`src/rtl/ctrl_pipe_pkg.sv`:
```
// Shared types and constants for the control-word pipeline.
package ctrl_pipe_pkg;

  // Hazard-unit state: RUN passes instructions, STALL holds IF/ID and inserts bubbles.
  typedef enum logic {
    RUN   = 1'b0,
    STALL = 1'b1
  } state_t;

  // Control-word bit map produced by the control unit.
  localparam int REGWRITE = 0;
  localparam int MEMWRITE = 1;
  localparam int MEMTOREG = 2;
  localparam int ALUSRC   = 3;
  localparam int ALUOP_LO = 4;
  localparam int ALUOP_HI = 5;
  localparam int SBIT     = 6;
  localparam int PCSRC    = 7;

  // A bubble carries the all-zero control word: no writes, no memory access.
  localparam int CTRL_NOP = 0;

  // Width of the remaining-bubble counter; covers stall lengths up to 7.
  localparam int STALL_CW = 3;

endpackage

```
`src/rtl/ctrl_stage_reg.sv`:
```
// One pipeline register holding {control word, destination register, valid}.
// i_load_zero replaces the incoming instruction with a NOP bubble.
module ctrl_stage_reg
  import ctrl_pipe_pkg::*;
#(
  parameter int CTRL_W = 8,
  parameter int RD_W   = 4
) (
  input  logic              clk,
  input  logic              reset,
  input  logic              i_load_zero,
  input  logic [CTRL_W-1:0] i_ctrl,
  input  logic [RD_W-1:0]   i_rd,
  input  logic              i_valid,
  output logic [CTRL_W-1:0] o_ctrl,
  output logic [RD_W-1:0]   o_rd,
  output logic              o_valid
);

  logic [CTRL_W-1:0] r_ctrl;
  logic [RD_W-1:0]   r_rd;
  logic              r_valid;

  // Capture the upstream instruction every edge, or a bubble when asked.
  always_ff @(posedge clk or negedge reset) begin
    if (!reset) begin
      r_ctrl  <= CTRL_W'(CTRL_NOP);
      r_rd    <= '0;
      r_valid <= 1'b0;
    end else if (i_load_zero) begin
      r_ctrl  <= CTRL_W'(CTRL_NOP);
      r_rd    <= '0;
      r_valid <= 1'b0;
    end else begin
      r_ctrl  <= i_ctrl;
      r_rd    <= i_rd;
      r_valid <= i_valid;
    end
  end

  assign o_ctrl  = r_ctrl;
  assign o_rd    = r_rd;
  assign o_valid = r_valid;

endmodule

```
`src/rtl/ctrl_pipeline_chain.sv`:
```
// Control-word pipeline from ID through NUM_STAGES registers, with load-use
// stall, branch flush, bubble insertion and saturating stall/flush statistics.
// Stage 0 is EX; its fields sit in the LSBs of the flattened stage outputs.
module ctrl_pipeline_chain
  import ctrl_pipe_pkg::*;
#(
  parameter int NUM_STAGES = 3,
  parameter int CTRL_W     = 8,
  parameter int RD_W       = 4,
  parameter int LOAD_STALL = 1,
  parameter int CNT_W      = 16
) (
  input  logic                         clk,
  input  logic                         reset,
  input  logic [CTRL_W-1:0]            ctrl_in,
  input  logic                         valid_in,
  input  logic [RD_W-1:0]              rd_in,
  input  logic [RD_W-1:0]              rn_in,
  input  logic [RD_W-1:0]              rm_in,
  input  logic                         uses_rn,
  input  logic                         uses_rm,
  input  logic                         branch_taken,
  output logic [NUM_STAGES*CTRL_W-1:0] stage_ctrl,
  output logic [NUM_STAGES*RD_W-1:0]   stage_rd,
  output logic [NUM_STAGES-1:0]        stage_valid,
  output logic                         pc_enable,
  output logic                         if_id_enable,
  output logic                         if_id_flush,
  output logic                         bubble_sel,
  output logic [CNT_W-1:0]             stall_cnt,
  output logic [CNT_W-1:0]             flush_cnt,
  output state_t                       dbg_state
);

  localparam logic [CNT_W-1:0] CNT_MAX = '1;

  state_t                r_state;
  logic [STALL_CW-1:0]   r_stall_left;
  logic [CNT_W-1:0]      r_stall_cnt;
  logic [CNT_W-1:0]      r_flush_cnt;

  logic [CTRL_W-1:0]     w_ctrl0;
  logic [RD_W-1:0]       w_rd0;
  logic                  w_valid0;
  logic                  w_hazard;
  logic                  w_stall;
  logic                  w_bubble;

  // Stage 0 loads from ID (or a bubble); later stages shift unconditionally.
  for (genvar k = 0; k < NUM_STAGES; k++) begin : g_stage
    if (k == 0) begin : g_first
      ctrl_stage_reg #(.CTRL_W(CTRL_W), .RD_W(RD_W)) u_reg (
        .clk         (clk),
        .reset       (reset),
        .i_load_zero (w_bubble),
        .i_ctrl      (ctrl_in),
        .i_rd        (rd_in),
        .i_valid     (valid_in),
        .o_ctrl      (stage_ctrl[CTRL_W-1:0]),
        .o_rd        (stage_rd[RD_W-1:0]),
        .o_valid     (stage_valid[0])
      );
    end else begin : g_next
      ctrl_stage_reg #(.CTRL_W(CTRL_W), .RD_W(RD_W)) u_reg (
        .clk         (clk),
        .reset       (reset),
        .i_load_zero (1'b0),
        .i_ctrl      (stage_ctrl[(k-1)*CTRL_W +: CTRL_W]),
        .i_rd        (stage_rd[(k-1)*RD_W +: RD_W]),
        .i_valid     (stage_valid[k-1]),
        .o_ctrl      (stage_ctrl[k*CTRL_W +: CTRL_W]),
        .o_rd        (stage_rd[k*RD_W +: RD_W]),
        .o_valid     (stage_valid[k])
      );
    end
  end

  assign w_ctrl0  = stage_ctrl[CTRL_W-1:0];
  assign w_rd0    = stage_rd[RD_W-1:0];
  assign w_valid0 = stage_valid[0];

  // Load-use: a load writing a register in EX that the ID instruction reads.
  assign w_hazard = w_valid0 && w_ctrl0[MEMTOREG] && w_ctrl0[REGWRITE] && valid_in &&
                    ((uses_rn && (rn_in == w_rd0)) || (uses_rm && (rm_in == w_rd0)));

  // The hazard cycle itself is the first stall cycle; STALL covers the rest.
  // A taken branch always wins so the branch target can load.
  assign w_stall  = !branch_taken &&
                    ((r_state == STALL) || ((r_state == RUN) && w_hazard));
  assign w_bubble = w_stall || branch_taken;

  assign pc_enable    = !w_stall;
  assign if_id_enable = !w_stall;
  assign if_id_flush  = branch_taken;
  assign bubble_sel   = w_bubble;
  assign stall_cnt    = r_stall_cnt;
  assign flush_cnt    = r_flush_cnt;
  assign dbg_state    = r_state;

  // Hazard FSM; r_stall_left counts stall cycles still owed while in STALL.
  // With a one-bubble stall the hazard cycle is enough, so RUN is kept.
  always_ff @(posedge clk or negedge reset) begin
    if (!reset) begin
      r_state      <= RUN;
      r_stall_left <= '0;
    end else if (branch_taken) begin
      r_state      <= RUN;
      r_stall_left <= '0;
    end else begin
      case (r_state)
        RUN: begin
          if (w_hazard && (LOAD_STALL > 1)) begin
            r_state      <= STALL;
            r_stall_left <= STALL_CW'(LOAD_STALL - 1);
          end
        end
        STALL: begin
          r_stall_left <= r_stall_left - STALL_CW'(1);
          if (r_stall_left == STALL_CW'(1)) r_state <= RUN;
        end
        default: begin
          r_state      <= RUN;
          r_stall_left <= '0;
        end
      endcase
    end
  end

  // Saturating statistics: stall cycles (PC frozen) and flush cycles.
  always_ff @(posedge clk or negedge reset) begin
    if (!reset) begin
      r_stall_cnt <= '0;
      r_flush_cnt <= '0;
    end else begin
      if (w_stall && (r_stall_cnt != CNT_MAX)) r_stall_cnt <= r_stall_cnt + CNT_W'(1);
      if (branch_taken && (r_flush_cnt != CNT_MAX)) r_flush_cnt <= r_flush_cnt + CNT_W'(1);
    end
  end

endmodule

```
`config.mk`:
```
export PLATFORM = sky130hd
export DESIGN_NAME = ctrl_pipeline_chain
export DESIGN_NICKNAME = d
export VERILOG_FILES = /design/src/rtl/ctrl_pipe_pkg.sv /design/src/rtl/ctrl_stage_reg.sv /design/src/rtl/ctrl_pipeline_chain.sv
export SDC_FILE = /design/constraint.sdc
export NUM_CORES = 1
export LEC_CHECK = 0
export CAP_MARGIN = 40
export CELL_PAD_IN_SITES_DETAIL_PLACEMENT = 1
export CELL_PAD_IN_SITES_GLOBAL_PLACEMENT = 1
export CORE_MARGIN = 2
export CORE_UTILIZATION = 35
export CTS_CLUSTER_SIZE = 10
export DETAILED_ROUTE_END_ITERATION = 6
export HOLD_SLACK_MARGIN = 0.15
export PLACE_DENSITY = 0.84
export SLEW_MARGIN = 20
export SYNTH_ARGS = -nofsm -noshare
export SYNTH_HDL_FRONTEND = slang
export SYNTH_SLANG_ARGS = --single-unit
```
`constraint.sdc`:
```
create_clock -name clk -period 2.25 [get_ports clk]
set_input_delay 0.225 -clock clk [delete_from_list [all_inputs] [get_ports clk]]
set_output_delay 0.225 -clock clk [all_outputs]
set_load 0.005 [all_outputs]
```
# Word-level counts from Yosys, hierarchy flattened
# Index checks and enable logic that the tools add are counted.
classes:
  bitwise: 1
  reduce_logical: 16
  eq_ne: 5
  addsub: 3
  n_mux: 8
op_table:
  columns: ["operator", "count"]
  rows:
  - ["$add 16x1->16 const B", 2]
  - ["$ne 16x16->1 const B", 2]
  - ["$logic_and 1x1->1", 10]
  - ["$eq 4x4->1", 2]
  - ["$mux 8", 1]
  - ["$mux 3", 2]
  - ["$mux 1", 4]
  - ["$mux 4", 1]
  - ["$eq 3x1->1 const B", 1]
  - ["$logic_or 1x1->1", 3]
  - ["$sub 3x1->3 const B", 1]
  - ["$logic_not 1->1", 2]
  - ["$reduce_bool 2->1", 1]
  - ["$not 1->1", 1]
totals:
  ff_bits: 75
  out_inout_bits: 76
  wordCells: 46

# Logic depth before layout (Yosys ltp)
depth:
  word_depth: 9
  depth_mapped: 7

# By module
# A second synthesis with hierarchy kept.
unflattened:
  cells_unflattened: 252
  area_unflattened_um2: 3215.6
modules_own_cells:
  columns: ["module", "area_per_inst_um2", "instances", "cells_per_inst"]
  rows:
  - ["ctrl_pipeline_chain", 1834.3, 1, 171]
  - ["ctrl_stage_reg", 460.4, 3, 27]

# Worst setup path after synthesis
# Ideal clock, no wire load.
synth_path:
  path_type: "reg2reg"
  startpoint: "register r_flush_cnt[0], in the netlist flush_cnt[0]"
  endpoint: "register r_flush_cnt[1], in the netlist flush_cnt[1]"
  arrival_ns: 1.663
  path_slack_ns: 0.462
  stages_incl_launch_ff: 6
  n_path_buf: 0
  period_less_slack_ns: 1.788
  path_cell_list: "dfrtp_1 -> ha_1 -> and3_1 -> or4b_1 -> nand2_1 -> mux2_2"
synth_between:
  elab_chain_len: 2
synth_rtl:
  columns: ["item", "line", "rtl"]
  rows:
  - ["start, declared", "ctrl_pipeline_chain.sv:40", "logic [CNT_W-1:0] r_flush_cnt;"]
  - ["start signal, assigned", "ctrl_pipeline_chain.sv:136", "if (branch_taken && (r_flush_cnt != CNT_MAX)) r_flush_cnt <= r_flush_cnt + CNT_W'(1);"]
  - ["branches (longest 2 deep; another with $add 16x1->16)", null, null]
# Several ways; the timed one is not identified.
# A chain may end at the register's enable or synchronous reset.

# Worst setup path after layout
layout_path:
  startpoint: "register g_stage[0].g_first.u_reg.r_rd[0]"
  endpoint: "output if_id_enable"
layout_between:
  elab_chain_len: 8
layout_rtl:
  columns: ["item", "line", "rtl"]
  rows:
  - ["start, declared", "ctrl_stage_reg.sv:21", "logic [RD_W-1:0] r_rd;"]
  - ["start signal, assigned", "ctrl_stage_reg.sv:36", "r_rd <= i_rd;"]
  - ["$eq 4x4->1", "ctrl_pipeline_chain.sv:84", "((uses_rn && (rn_in == w_rd0)) || (uses_rm && (rm_in == w_rd0)));"]
  - ["$logic_and 1x1->1", "ctrl_pipeline_chain.sv:84", null]
  - ["$logic_or 1x1->1 *", "ctrl_pipeline_chain.sv:84", null]
  - ["$logic_and 1x1->1 *", "ctrl_pipeline_chain.sv:83", "assign w_hazard = w_valid0 && w_ctrl0[MEMTOREG] && w_ctrl0[REGWRITE] && valid_in &&"]
  - ["$logic_and 1x1->1 *", "ctrl_pipeline_chain.sv:89", "((r_state == STALL) || ((r_state == RUN) && w_hazard));"]
  - ["$logic_or 1x1->1 *", "ctrl_pipeline_chain.sv:89", null]
  - ["$logic_and 1x1->1 *", "ctrl_pipeline_chain.sv:88", "assign w_stall = !branch_taken &&"]
  - ["$logic_not 1->1 *", "ctrl_pipeline_chain.sv:93", "assign if_id_enable = !w_stall;"]
  - ["end, declared", "ctrl_pipeline_chain.sv:27", "output logic if_id_enable,"]
# Every way passes the cells marked *; elsewhere a longest branch is shown, timed or not.

==> qor.yml <==
sta:
  fin_crit_ns: 2.06
  fin_tns_setup_ns: 0
  final_hold_viol_count: 0
  setup_ws_ns: 0.191
  final_max_slew_viol_count: 0
  worstMarginPinSlew_ns: 0.496
  timing.fmax_mhz: 486
  relSlewSlack_pct: 66.4
  period_share_pct: 91.5
  setup_viol: 0
  clock_skew_ns: 0.00828
  rsz0062_at_grt: "no"
placed_design:
  globalplace.congestion: 0.788
  io_buffers: 101
  dpl_cell_area_um2: 4160
  pre_cts_ws_ns: -0.00471
  hpwl_um: 5560
  dp.cells: 445
cells_and_area:
  n_antenna_cell: 0
  final_common_cell: "clkdlybuf4s50_1"
  final_area_um2: 4400
  synthToLayoutAreaGrowth_pct: 46.6
  layout_common_cells: "clkdlybuf4s50_1, dfrtp_1, xnor2_1"
  fin_cells: 462
  nets: 383
  drive_gt1_share_pct: 9.52
route:
  firstDrtPassIters: 5
  wl_um: 7470
  ant_nets: 0
  routed_wire_length_per_instance_um: 16.2
  viasPerCell: 4.86
  via_count: 2244
  drt_iter0_drc: 39
  drc: 0
cts:
  clockBufferDepth: 2
  tritoncts: "built"
  clkTransAtPathRegs_ns: 0.08
  cts_buffers: 9
  cts-root-buf: "clkbuf_8"
  insertion_delay_ns: 0.34
  clock_sinks: 75
  h-tree-depth: 3
global_routing:
  grt_use_total_pct: 17.9
  gr-total-overflow: 0
  grt_max_degree: 47
  grt_first_pass_wirelength_um: 12400
  antenna_found_initial: 0
  grt_pass1_vias: 2441
synthesis:
  ys_warn_count: 0
  syn-cell-area_um2: 3000
  synth.distinct_cells: 32
  syn-mean-instance-area_um2: 12.5
  seq_area_frac_synth_pct: 62.6
  synthCells: 240
  syn-num-nets: 270
  synth-seq-cells: 75
pwr:
  peakVddDrop_uv: 283
  switching_share_pct: 23.8
  combPwrFrac_pct: 14.4
  power_density_nw_per_um2: 705
  p_leak_nw: 1.90
  power.share.clock_pct: 35.7
  switchingPower_mw: 0.739
  seq_power_share_pct: 49.9
  internal_power_mw: 2.36
setup_path:
  timing.critical_path.max_delay_family: "flip-flops"
  path_buf_inv: 1
  cpPeakStageDelay_ns: 0.45
  cp-start-kind: "flip-flop"
  end_kind: "output pin"
  crit_arrival_ns: 1.83
  path_class: "flip-flop to output pin"
  crit_required_ns: 2.03
  path_cells: "xnor2_1 -> nand3_1 -> o22a_2 -> and2_1 -> dlygate4sd2_1"
  slowest_stage: "dfrtp_1"
  path_max_fanout: 4
floorplan:
  rows: 33
  io_pins: 102
  fp.dieArea_um2: 9330
  start_util_pct: 36.3
  coreArea_um2: 8260
  die_x_um: 96.6
  chipHeight_um: 96.6
job:
  max-cap-violations: 0
worst_hold_path:
  hold_class: "input port to async pin"
status:
  status: "complete, no violations"
[per-layer routing]
| metal | routed length (µm) | part of all wire (%) | GRT usage, % | vias to the layer above |
|---|---|---|---|---|
| met3 | 299 | 4.0 | 3.72 | 10 |
| li1 | - | - | - | 1047 |
| met1 | 3090 | 41 | 20.3 | 1131 |
| met5 | 0 | 0 | 0 | - |
| met2 | 3950 | 53 | 32.3 | 56 |
| met4 | 124 | 1.7 | 8.10 | 0 |
[power groups by stage]
| stage | Combinational (mW) | Sequential (mW) | Clock [mW] |
|---|---|---|---|
| 3_3_place_gp | 0.428 | 1.57 | 0 |
| 6_report | 0.445 | 1.55 | 1.11 |
| 4_1_cts | 0.459 | 1.55 | 1.14 |
| 2_1_floorplan | 0.134 | 1.56 | 0 |
| 5_1_grt | 0.495 | 1.56 | 1.20 |
| 3_5_place_dp | 0.448 | 1.58 | 0 |
[final timing paths]
kind | startpoint | depth (start not counted) | slack, ns | end
setup / recovery | g_stage[0].g_first.u_reg.o_rd[0] | 5 | 0.19 | if_id_enable
hold / removal | reset | 2 | 0.35 | g_stage[2].g_next.u_reg.o_rd[0]
setup reg to reg | stall_cnt[0] | 6 | 0.29 | stall_cnt[1]
hold reg to reg | g_stage[1].g_next.u_reg.o_rd[3] | 0 | 0.38 | g_stage[2].g_next.u_reg.o_rd[3]
max in group asynchronous | reset | 3 | 1.34 | g_stage[1].g_next.u_reg.o_ctrl[6]
min in group clk | g_stage[1].g_next.u_reg.o_rd[3] | 0 | 0.38 | g_stage[2].g_next.u_reg.o_rd[3]
[state kept, by name (all words and copies together) (netlist names)]
name / flops
flush_cnt: 16
g_stage.g_next.u_reg.o_ctrl: 16
stall_cnt: 16
g_stage.g_first.u_reg.o_ctrl: 8
g_stage.g_next.u_reg.o_rd: 8
g_stage.g_first.u_reg.o_rd: 4
r_stall_left: 3
g_stage.g_next.u_reg.o_valid: 2
dbg_state: 1
g_stage.g_first.u_reg.o_valid: 1
[worst reg2reg max path, stage by stage, from the launching register on]
cell and delay, ns:
dfrtp_1 0.43, ha_1 0.20, inv_1 0.07, or2_1 0.31
nor3_4 0.43, a21oi_2 0.08, mux2_1 0.33
[Yosys cell counts, drive strengths merged]
cell | count | area share, %
and2 | 15 | 3.1
a21oi | 7 | 1.3
o221ai | 1 | 0.29
o311ai | 1 | 0.29
and4 | 2 | 0.58
nor2b | 1 | 0.21
buf | 7 | 1.6
xnor2 | 24 | 7.0
a211oi | 9 | 2.3
mux2 | 2 | 0.75
xor2 | 13 | 3.8
a2111oi | 3 | 1.5
nor2 | 8 | 1.0
nand2 | 17 | 2.1
nand3 | 12 | 2.0
a2bb2oi | 1 | 0.29
or4b | 1 | 0.33
dfrtp | 75 | 63
or2 | 1 | 0.21
nor3 | 5 | 1.2
or3 | 1 | 0.38
nand4 | 12 | 2.5
clkbuf | 2 | 0.25
o21a | 1 | 0.25
ha | 4 | 1.7
inv | 9 | 1.1
o22a | 1 | 0.33
and3 | 5 | 1.0
[metrics by stage]
| step | hold WS, ns | util [%] | power (mW) |
|---|---|---|---|
| 3_5_place_dp | 0.193 | 50.4 | 2.02 |
| 2_1_floorplan | -0.0706 | - | 1.70 |
| 3_3_place_gp | 0.358 | 50.1 | 2.00 |
| 6_report | 0.352 | 53.2 | 3.10 |
| 5_1_grt | 0.373 | 53.2 | 3.25 |
| 4_1_cts | 0.355 | 53.2 | 3.15 |
[area by class of cell]
type                            instances  area, µm²
Clock buffer                           11        131
Clock inverter                          4       76.3
Fill cell                             876       3860
Inverter                                9       33.8
Multi-Input combinational cell        147       1040
Sequential cell                        75       1880
Tap cell                              105        131
Timing Repair Buffer                  111       1100
[logic make-up (layout without fill, tap and decap cells)]
family          after synthesis  after routing  share of synthesized area, %
compound gates               24             24                          6.51
flops                        75             75                          62.6
xor+xnor                     37             37                          10.8
mux                           2              2                         0.751
fa+ha+maj                     4              4                          1.67
simple gates                 80             80                          14.7
buf+inv                      18            135                          2.96
[repair_timing]
item,CTS,global route
hold buffers,1,0
resized for setup,6,0
endpoints found under the setup margin,3,0
endpoints found under the hold margin,29,0
buffers inserted,1,0
No activity file was read; power rests on OpenSTA's default activity.
